<file path="src/rtl/svi_ctrl_pkg.sv">
// Shared types and constants for the SVI run controller and its progress watchdog.
package svi_ctrl_pkg;

    localparam int WD_W = 16;

    typedef enum logic [1:0] {
        ST_IDLE  = 2'b00,
        ST_RUN   = 2'b01,
        ST_DONE  = 2'b10,
        ST_FAULT = 2'b11
    } state_t;

    typedef enum logic [1:0] {
        FC_NONE    = 2'b00,
        FC_ERR     = 2'b01,
        FC_TIMEOUT = 2'b10,
        FC_WRAP    = 2'b11
    } fault_code_t;

endpackage

</file>
<file path="src/rtl/svi_progress_watchdog.sv">
// Tracks count2 across RUN cycles: change/decrease detection and a stall timeout counter.
module svi_progress_watchdog
    import svi_ctrl_pkg::*;
#(
    parameter int TIMEOUT_CYCLES = 255
) (
    input  logic       clk,
    input  logic       reset,
    input  logic       clear,
    input  logic       run,
    input  logic [7:0] count2,
    output logic       decreased,
    output logic       expired
);

    localparam logic [WD_W:0] LIMIT = (WD_W+1)'(TIMEOUT_CYCLES);

    logic [7:0]      prev_q;
    logic            valid_q;
    logic [WD_W-1:0] wd_q;
    logic [WD_W:0]   wd_inc;
    logic            changed;

    // The first RUN cycle has no predecessor, so it neither counts as a change nor a stall.
    assign changed   = valid_q && (count2 != prev_q);
    assign decreased = valid_q && (count2 < prev_q);
    assign wd_inc    = {1'b0, wd_q} + {{WD_W{1'b0}}, 1'b1};
    assign expired   = (TIMEOUT_CYCLES != 0) && run && valid_q && !changed && (wd_inc == LIMIT);

    // NOTE: state registers use non-blocking assignments so every flop samples pre-edge values.
    always_ff @(posedge clk) begin
        if (reset) begin
            prev_q  <= 8'd0;
            valid_q <= 1'b0;
            wd_q    <= '0;
        end else if (clear) begin
            valid_q <= 1'b0;
            wd_q    <= '0;
        end else if (run) begin
            prev_q  <= count2;
            valid_q <= 1'b1;
            if (!valid_q || changed) begin
                wd_q <= '0;
            end else if (wd_q != '1) begin
                wd_q <= wd_inc[WD_W-1:0];
            end
        end
    end

endmodule

</file>
<file path="src/rtl/svi_controller.sv">
// Run controller for a counting master: start/abort, completion, sticky faults, watchdog.
// Optional run statistics ports are enabled with `define SVI_CONTROLLER_STATS_EN.
module svi_controller
    import svi_ctrl_pkg::*;
#(
    parameter int TIMEOUT_CYCLES = 255
) (
    input  logic        clk,
    input  logic        reset,
    input  logic        start,
    input  logic [7:0]  target,
    input  logic        abort,
    input  logic        fault_clr,
    output logic        enable,
    input  logic        error,
    input  logic [7:0]  count2,
    output logic        busy,
    output logic        done,
    output logic        fault,
    output logic [1:0]  fault_code,
    output logic [7:0]  final_count
`ifdef SVI_CONTROLLER_STATS_EN
    ,
    output logic [15:0] runs_ok,
    output logic [15:0] runs_fault
`endif
);

    state_t      state_q, state_d;
    fault_code_t code_q, code_d;
    logic        enable_d, busy_d, done_d, fault_d;
    logic [7:0]  final_d, target_q, target_d;
    logic        wd_clear, decreased, expired;

    svi_progress_watchdog #(.TIMEOUT_CYCLES(TIMEOUT_CYCLES)) u_watchdog (
        .clk       (clk),
        .reset     (reset),
        .clear     (wd_clear),
        .run       (state_q == ST_RUN),
        .count2    (count2),
        .decreased (decreased),
        .expired   (expired)
    );

    assign fault_code = code_q;

    // NOTE: every always_comb output gets a default first, so no path can infer a latch.
    always_comb begin
        state_d  = state_q;
        enable_d = 1'b0;
        busy_d   = 1'b0;
        done_d   = 1'b0;
        fault_d  = fault;
        code_d   = code_q;
        final_d  = final_count;
        target_d = target_q;
        wd_clear = 1'b0;
        unique case (state_q)
            ST_IDLE: begin
                if (start) begin
                    target_d = target;
                    if (target != 8'd0) begin
                        state_d  = ST_RUN;
                        enable_d = 1'b1;
                        busy_d   = 1'b1;
                        wd_clear = 1'b1;
                    end else begin
                        state_d = ST_DONE;
                        done_d  = 1'b1;
                        final_d = count2;
                    end
                end
            end
            ST_RUN: begin
                // Exits drop enable/busy as the new state is entered; priority is fixed below.
                final_d = count2;
                if (error) begin
                    state_d = ST_FAULT;
                    fault_d = 1'b1;
                    code_d  = FC_ERR;
                end else if (abort) begin
                    state_d = ST_IDLE;
                end else if (decreased) begin
                    state_d = ST_FAULT;
                    fault_d = 1'b1;
                    code_d  = FC_WRAP;
                end else if (count2 >= target_q) begin
                    state_d = ST_DONE;
                    done_d  = 1'b1;
                end else if (expired) begin
                    state_d = ST_FAULT;
                    fault_d = 1'b1;
                    code_d  = FC_TIMEOUT;
                end else begin
                    final_d  = final_count;
                    enable_d = 1'b1;
                    busy_d   = 1'b1;
                end
            end
            ST_DONE: begin
                state_d = ST_IDLE;
            end
            ST_FAULT: begin
                if (fault_clr) begin
                    state_d = ST_IDLE;
                    fault_d = 1'b0;
                    code_d  = FC_NONE;
                end
            end
            default: state_d = ST_IDLE;
        endcase
    end

    always_ff @(posedge clk) begin
        if (reset) begin
            state_q     <= ST_IDLE;
            enable      <= 1'b0;
            busy        <= 1'b0;
            done        <= 1'b0;
            fault       <= 1'b0;
            code_q      <= FC_NONE;
            final_count <= 8'd0;
            target_q    <= 8'd0;
        end else begin
            state_q     <= state_d;
            enable      <= enable_d;
            busy        <= busy_d;
            done        <= done_d;
            fault       <= fault_d;
            code_q      <= code_d;
            final_count <= final_d;
            target_q    <= target_d;
        end
    end

`ifdef SVI_CONTROLLER_STATS_EN
    always_ff @(posedge clk) begin
        if (reset) begin
            runs_ok    <= 16'd0;
            runs_fault <= 16'd0;
        end else begin
            if (done_d && (runs_ok != 16'hFFFF)) begin
                runs_ok <= runs_ok + 16'd1;
            end
            if ((state_d == ST_FAULT) && (state_q != ST_FAULT) && (runs_fault != 16'hFFFF)) begin
                runs_fault <= runs_fault + 16'd1;
            end
        end
    end
`endif

endmodule

</file>
<file path="config.mk">
export PLATFORM = sky130hd
export DESIGN_NAME = svi_controller
export DESIGN_NICKNAME = d
export VERILOG_FILES = /design/src/rtl/svi_ctrl_pkg.sv /design/src/rtl/svi_progress_watchdog.sv /design/src/rtl/svi_controller.sv
export SDC_FILE = /design/constraint.sdc
export NUM_CORES = 1
export LEC_CHECK = 0
export ABC_AREA = 1
export CORE_MARGIN = 2
export CORE_UTILIZATION = 55
export DETAILED_ROUTE_END_ITERATION = 8
export DONT_BUFFER_PORTS = 1
export GPL_ROUTABILITY_DRIVEN = 0
export MAX_ROUTING_LAYER = met4
export PLACE_DENSITY = 0.7
export SYNTH_ARGS = -nofsm -noshare
export SYNTH_HDL_FRONTEND = slang
export SYNTH_SLANG_ARGS = --single-unit
</file>
<file path="constraint.sdc">
create_clock -name clk -period 4 [get_ports clk]
set_input_delay 1 -clock clk [delete_from_list [all_inputs] [get_ports clk]]
set_output_delay 1 -clock clk [all_outputs]
set_load 0.05 [all_outputs]
</file>
# --- After elaboration in Yosys (flattened, before gate mapping) ---
# Index checks and enable logic that the tools add are counted.
totals:
  elab_cells: 95
  regBits: 48
classes:
  eq_ne: 13
  n_reduce_logical: 20
  add_sub_neg: 1
  mux: 48
  n_bitwise: 1
  order_cmp: 2
ops:
  columns: ["op", "count"]
  rows:
  - ["$mux W8", 7]
  - ["$mux W16", 2]
  - ["$mux W2", 13]
  - ["$mux W1", 20]
  - ["$add A16 B1 Y17 const B", 1]
  - ["$eq A17 B8 Y1 const B", 1]
  - ["$ne A16 B16 Y1 const B", 1]
  - ["$pmux W8 S2", 1]
  - ["$ge A8 B8 Y1", 1]
  - ["$lt A8 B8 Y1", 1]
  - ["$ne A4 B4 Y1 const B", 2]
  - ["$ne A8 B8 Y1", 1]
  - ["$pmux W2 S4", 1]
  - ["$reduce_bool A8 Y1", 1]
  - ["$ne A2 B2 Y1 const B", 3]
  - ["$ne A6 B6 Y1 const B", 1]
  - ["$pmux W1 S2", 3]
  - ["$reduce_and A2 Y1", 3]
  - ["$reduce_bool A2 Y1", 3]
  - ["$logic_and A1 B1 Y1", 5]
  - ["$reduce_and A5 Y1", 1]
  - ["$eq A2 B2 Y1 const B", 2]
  - ["$pmux W2 S2", 1]
  - ["$reduce_and A4 Y1", 1]
  - ["other kinds (8)", 9]

# --- Logic depth before layout (Yosys ltp) ---
logic_depth:
  word_depth: 11
  depth_mapped: 18
  ltp_nobuf: 17

# --- Modules after synthesis ---
# From an unflattened synthesis, not the netlist that was laid out.
unflattened:
  hier_cells: 458
  area_unflattened_um2: 3040.4
by_module_without_submodules:
  columns: ["mod", "area_each_um2", "seq_area_each_um2", "cells_each", "n_inst"]
  rows:
  - ["svi_progress_watchdog", 1645.3, 500.5, 254, 1]
  - ["svi_controller", 1395.1, 460.4, 204, 1]

# --- Worst setup path before layout ---
# OpenSTA, ideal clock, no wires.
synth_path:
  path_kind: "input to register"
  start: "in count2[5]"
  end: "reg state_q[1]"
  setup_slack_ns: 1.460
  setup_time_ns: 0.109
  path_stages: 15
  required_ns: 3.891
  arrival_ns: 2.431
  path_cell_list: "ha_1 -> nand2_1 -> nor2_1 -> nand2_1 -> nor2_1 -> nand2_1 -> nor3_2 -> nand2_1 -> nand3_2 -> buf_6 -> nand2_4 -> nor2_4 -> nand3_1 -> nand2_1 -> inv_1"
synth_between:
  elab_chain_len: 7
  word_cells_on_any_way: 15
synth_rtl:
  columns: ["element", "line_no", "source"]
  rows:
  - ["start, declared", "svi_controller.sv:16", "input logic [7:0] count2,"]
  - ["branches (longest 7 deep; another with $ge A8 B8 Y1)", null, null]
  - ["end signal, assigned", "svi_controller.sv:125", "state_q <= state_d;"]
  - ["end, declared", "svi_controller.sv:29", "state_t state_q, state_d;"]
# Several ways; the timed one is not identified.
# A chain may end at the register's enable or synchronous reset.

# --- Worst setup path after layout ---
layout_path:
  start: "in count2[5]"
  end: "reg final_count[2]"
layout_between:
  elab_chain_len: 7
  word_cells_on_any_way: 15
layout_rtl:
  columns: ["element", "line_no", "source"]
  rows:
  - ["branches (longest 7 deep; another with $ge A8 B8 Y1)", null, null]
  - ["end signal, assigned", "svi_controller.sv:131", "final_count <= final_d;"]
  - ["end, declared", "svi_controller.sv:21", "output logic [7:0] final_count"]
# Several ways; the timed one is not identified.

==> results.md <==
- Antenna cells: 0
- 1st-iter DRT viols: 154
- Highest fanout seen on the critical path: 11
- Hold Buf Count CTS: 0
- Leakage power: 1.16 nW
- Vias in the first global route: 2217
- Main synth FF type: sky130_fd_sc_hd__dfxtp_1
- CTS-repair resized insts: 0
- Sink Count: 48
- Avg Vias per Cell: 5.39
- Count of cells along the worst register-to-register path: 13
- Clk network pwr share: 28.2%
- Number of buffer cells added on primary ports: 0
- Remaining antenna violation count: 0
- Vert. Die Dim: 74.6 um
- Unrepaired setup endpoints after global routing: no
- Post-synthesis cell area: 0.00274 mm^2
- Final hold slack: 0.461 ns
- Startpoint class of the critical path: input port
- Total congestion overflow after global routing: 0
- Post-detailed-routing wire length: 6320 um
- Root buffer selected by CTS: sky130_fd_sc_hd__clkbuf_8
- Ratio of final minimum period to clock period: 68.7%
- Synth unique cells: 28
- Worst R2R Setup Slack: 1.57 ns
- Syn_area_per_cell: 6.91 um^2
- Setup Crit Path Kind: input port to flip-flop
- Number of buffers inserted during clock tree synthesis: 5
- Skew final: 0.0132 ns
- Total power density per cell area: 435 mW/mm^2
- Die width: 74.6 um
- Critical path destination: final_count[2]
- Cell with the most instances after synthesis: sky130_fd_sc_hd__nand2_1
- Portion of total power attributed to sequential cells: 49.1%
- Seq/Total Area, Yosys: 35.0%
- Critical Path Source: count2[5]
- Mapped Nets: 437
- Total placed cells including tap cells: 454
- Net switching share of the total power: 35.0%
- List of most frequent post-synthesis cells: sky130_fd_sc_hd__nand2_1, sky130_fd_sc_hd__inv_1, sky130_fd_sc_hd__a21oi_1
- Highest ir drop seen on vdd: 0.269 mV
- Reg-to-Reg End: final_count[2]
- Net switching power of the design: 0.439 mW
- Rel. slew slack: 38.1%
- Internal portion of total power: 0.816 mW
- Fraction of layout instances using a drive strength above 1: 6.08%
- Cell taking the most area after synthesis: sky130_fd_sc_hd__dfxtp_1
- Seq cells post-synth: 48
- Clock latency reported for the late side of the worst-skew pair: 0.31 ns
- First-pass GRT wire length: 10200 um
- Highest attainable clock frequency: 364 MHz
- 1st-pass router iterations: 4
- Data arrival time of the critical path: 2.95 ns
- Post-synthesis cell count: 397
- Largest stage delay on the critical path: 0.31 ns
- Number of non-filler instances in the completed layout: 462
- GRT Overall Usage: 24.7%
- Post-synthesis async set-or-reset flop share: 0%
- Required time worst endpoint: 4.20 ns
- Critical Path Most Common Cell: sky130_fd_sc_hd__nand2_1
- Clock transition at the registers of the reported paths: 0.08 ns
- Final setup viols: 0
- Final critical path time including I/O delays and setup: 2.75 ns
- Initial antenna violation count: 0
- Setup TNS Final: 0 ns
- YS warnings: 0
- Starting density of the core: 57.7%
- Top cells by area, synth: sky130_fd_sc_hd__dfxtp_1, sky130_fd_sc_hd__nand2_1, sky130_fd_sc_hd__a21oi_1
- Largest net degree at the start of global routing: 19
- Max-capacitance violation count: 0
- Post-synth top area share: 35.0%
- Deepest clock path buffer count: 2
- Post-layout util: 60.7%
- Crit Reg-Reg Startpoint: u_watchdog.prev_q[5]
- Wirelength per Cell: 13.7 um
- Core box area: 0.00475 mm^2
- Clock tree from TritonCTS: done
- Final Net Count: 434
- Final count of hold timing violations: 0
- Setup crit end kind: flip-flop
- Fill cell instance count of the final layout: 475
- Buffers inserted during post-CTS setup optimization: 0
- HP Class: flip-flop to flip-flop
- Cell chain of the critical path: ha_1 -> nand2_1 -> nor2_1 -> nand2_1 -> nor2_1 -> nand2_1 -> nor3_2 -> nand2_1 -> nand3_2 -> nand3_1 -> nand2_1 -> a21oi_1
- Slowest-stage cell, CP: sky130_fd_sc_hd__nand3_1
- I/O Pins: 36
- Overall die area: 0.00557 mm^2
- Transition at the pin with the smallest max-transition slack: 0.927 ns
- Row cnt: 25
- Fin. max-slew vios: 0
- Run status: completed
- Proportion of power drawn by combinational gates: 22.7%
- Vias after detailed routing: 2490
- H-Tree Depth: 2
- Final Power: 1.26 mW
- DRC Markers: 0
- Placed wire-length estimate: 4840 um
- Number of enable-type register cells in the synthesized netlist: 0
- Signed area change from the synthesized netlist to the final layout: 5.20%
==> metal layers <==
metal | part of all wire, % | track usage [%] | wire, um | up-vias
met2 | 44 | 34.7 | 2780 | 48
met4 | 0.76 | 6.55 | 48 | 0
met5 | 0 | - | 0 | -
met3 | 5.3 | 5.35 | 333 | 5
li1 | - | - | - | 1316
met1 | 50 | 35.8 | 3160 | 1121
==> through the flow <==
| step | area, um^2 | worst slack, ns |
|---|---|---|
| finish | 2890 | 1.25 |
| global placement | 2780 | 0.962 |
| floorplan | 2740 | 1.46 |
| detailed placement | 2780 | 0.944 |
| CTS | 2890 | 1.26 |
| global route | 2890 | 1.05 |
==> placed cells by master, fill, tap and decap left out, drive strengths merged, types with 2 or more instances in the layout <==
| master | count |
|---|---|
| clkinv | 2 |
| a31oi | 3 |
| nor3 | 5 |
| ha | 18 |
| clkbuf | 6 |
| nand2 | 92 |
| nor4 | 2 |
| o21ai | 20 |
| dfxtp | 48 |
| a211oi | 11 |
| nor2 | 45 |
| nand4 | 15 |
| nand3 | 23 |
| a21oi | 49 |
| inv | 50 |
==> power by group through the flow <==
stage	Sequential [mW]	Clock (mW)	Combinational (mW)
floorplan	0.614	0	0.237
global placement	0.625	0	0.276
detailed placement	0.627	0	0.283
CTS	0.616	0.356	0.284
global route	0.623	0.371	0.333
finish	0.616	0.354	0.285
==> registers in the layout, indices dropped and copies added, names as in the netlist <==
| signal | flops |
|---|---|
| u_watchdog.wd_q | 16 |
| final_count | 8 |
| target_q | 8 |
| u_watchdog.prev_q | 8 |
| fault_code | 2 |
| state_q | 2 |
| busy | 1 |
| done | 1 |
| fault | 1 |
| u_watchdog.valid_q | 1 |
==> final cells by class <==
| type | count | area (um^2) | area share (%) |
|---|---|---|---|
| clock inverters | 2 | 35.0 | 1.21 |
| multi-input cells | 287 | 1530 | 53.1 |
| inverters | 51 | 193 | 6.68 |
| flip-flops and latches | 48 | 961 | 33.3 |
| clock buffers | 6 | 72.6 | 2.51 |
| well taps | 67 | 83.8 | 2.90 |
| repair buffers | 1 | 7.51 | 0.260 |
==> cell families (layout without fill, tap and decap cells) <==
logic type	Yosys count	count (layout)	synth area share, %
compound gates	84	84	16.6
xor+xnor	2	2	0.639
fa+ha+maj	18	18	8.21
buf+inv	62	60	9.07
flops	48	48	35.0
simple gates	183	183	30.5
==> critical path, delay by kind of cell <==
family / cells / cell delay [ns]
AOI/OAI and AO/OA: 1 / 0.07
adders and majority gates: 1 / 0.28
and+or+nand+nor: 10 / 1.62
==> worst min-delay path by stage <==
stage          cells after the start  slack, ns              endpoint            startpoint
2_1_floorplan                      2       0.43  u_watchdog.prev_q[1]  u_watchdog.prev_q[1]
3_3_place_gp                       2       0.45           target_q[1]           target_q[1]
3_5_place_dp                       2       0.45           target_q[3]           target_q[3]
4_1_cts                            2       0.46           target_q[3]           target_q[3]
5_1_grt                            2       0.49           target_q[6]           target_q[6]
6_report                           2       0.46           target_q[3]           target_q[3]
Note: power is estimated with default switching activity, not from simulation.
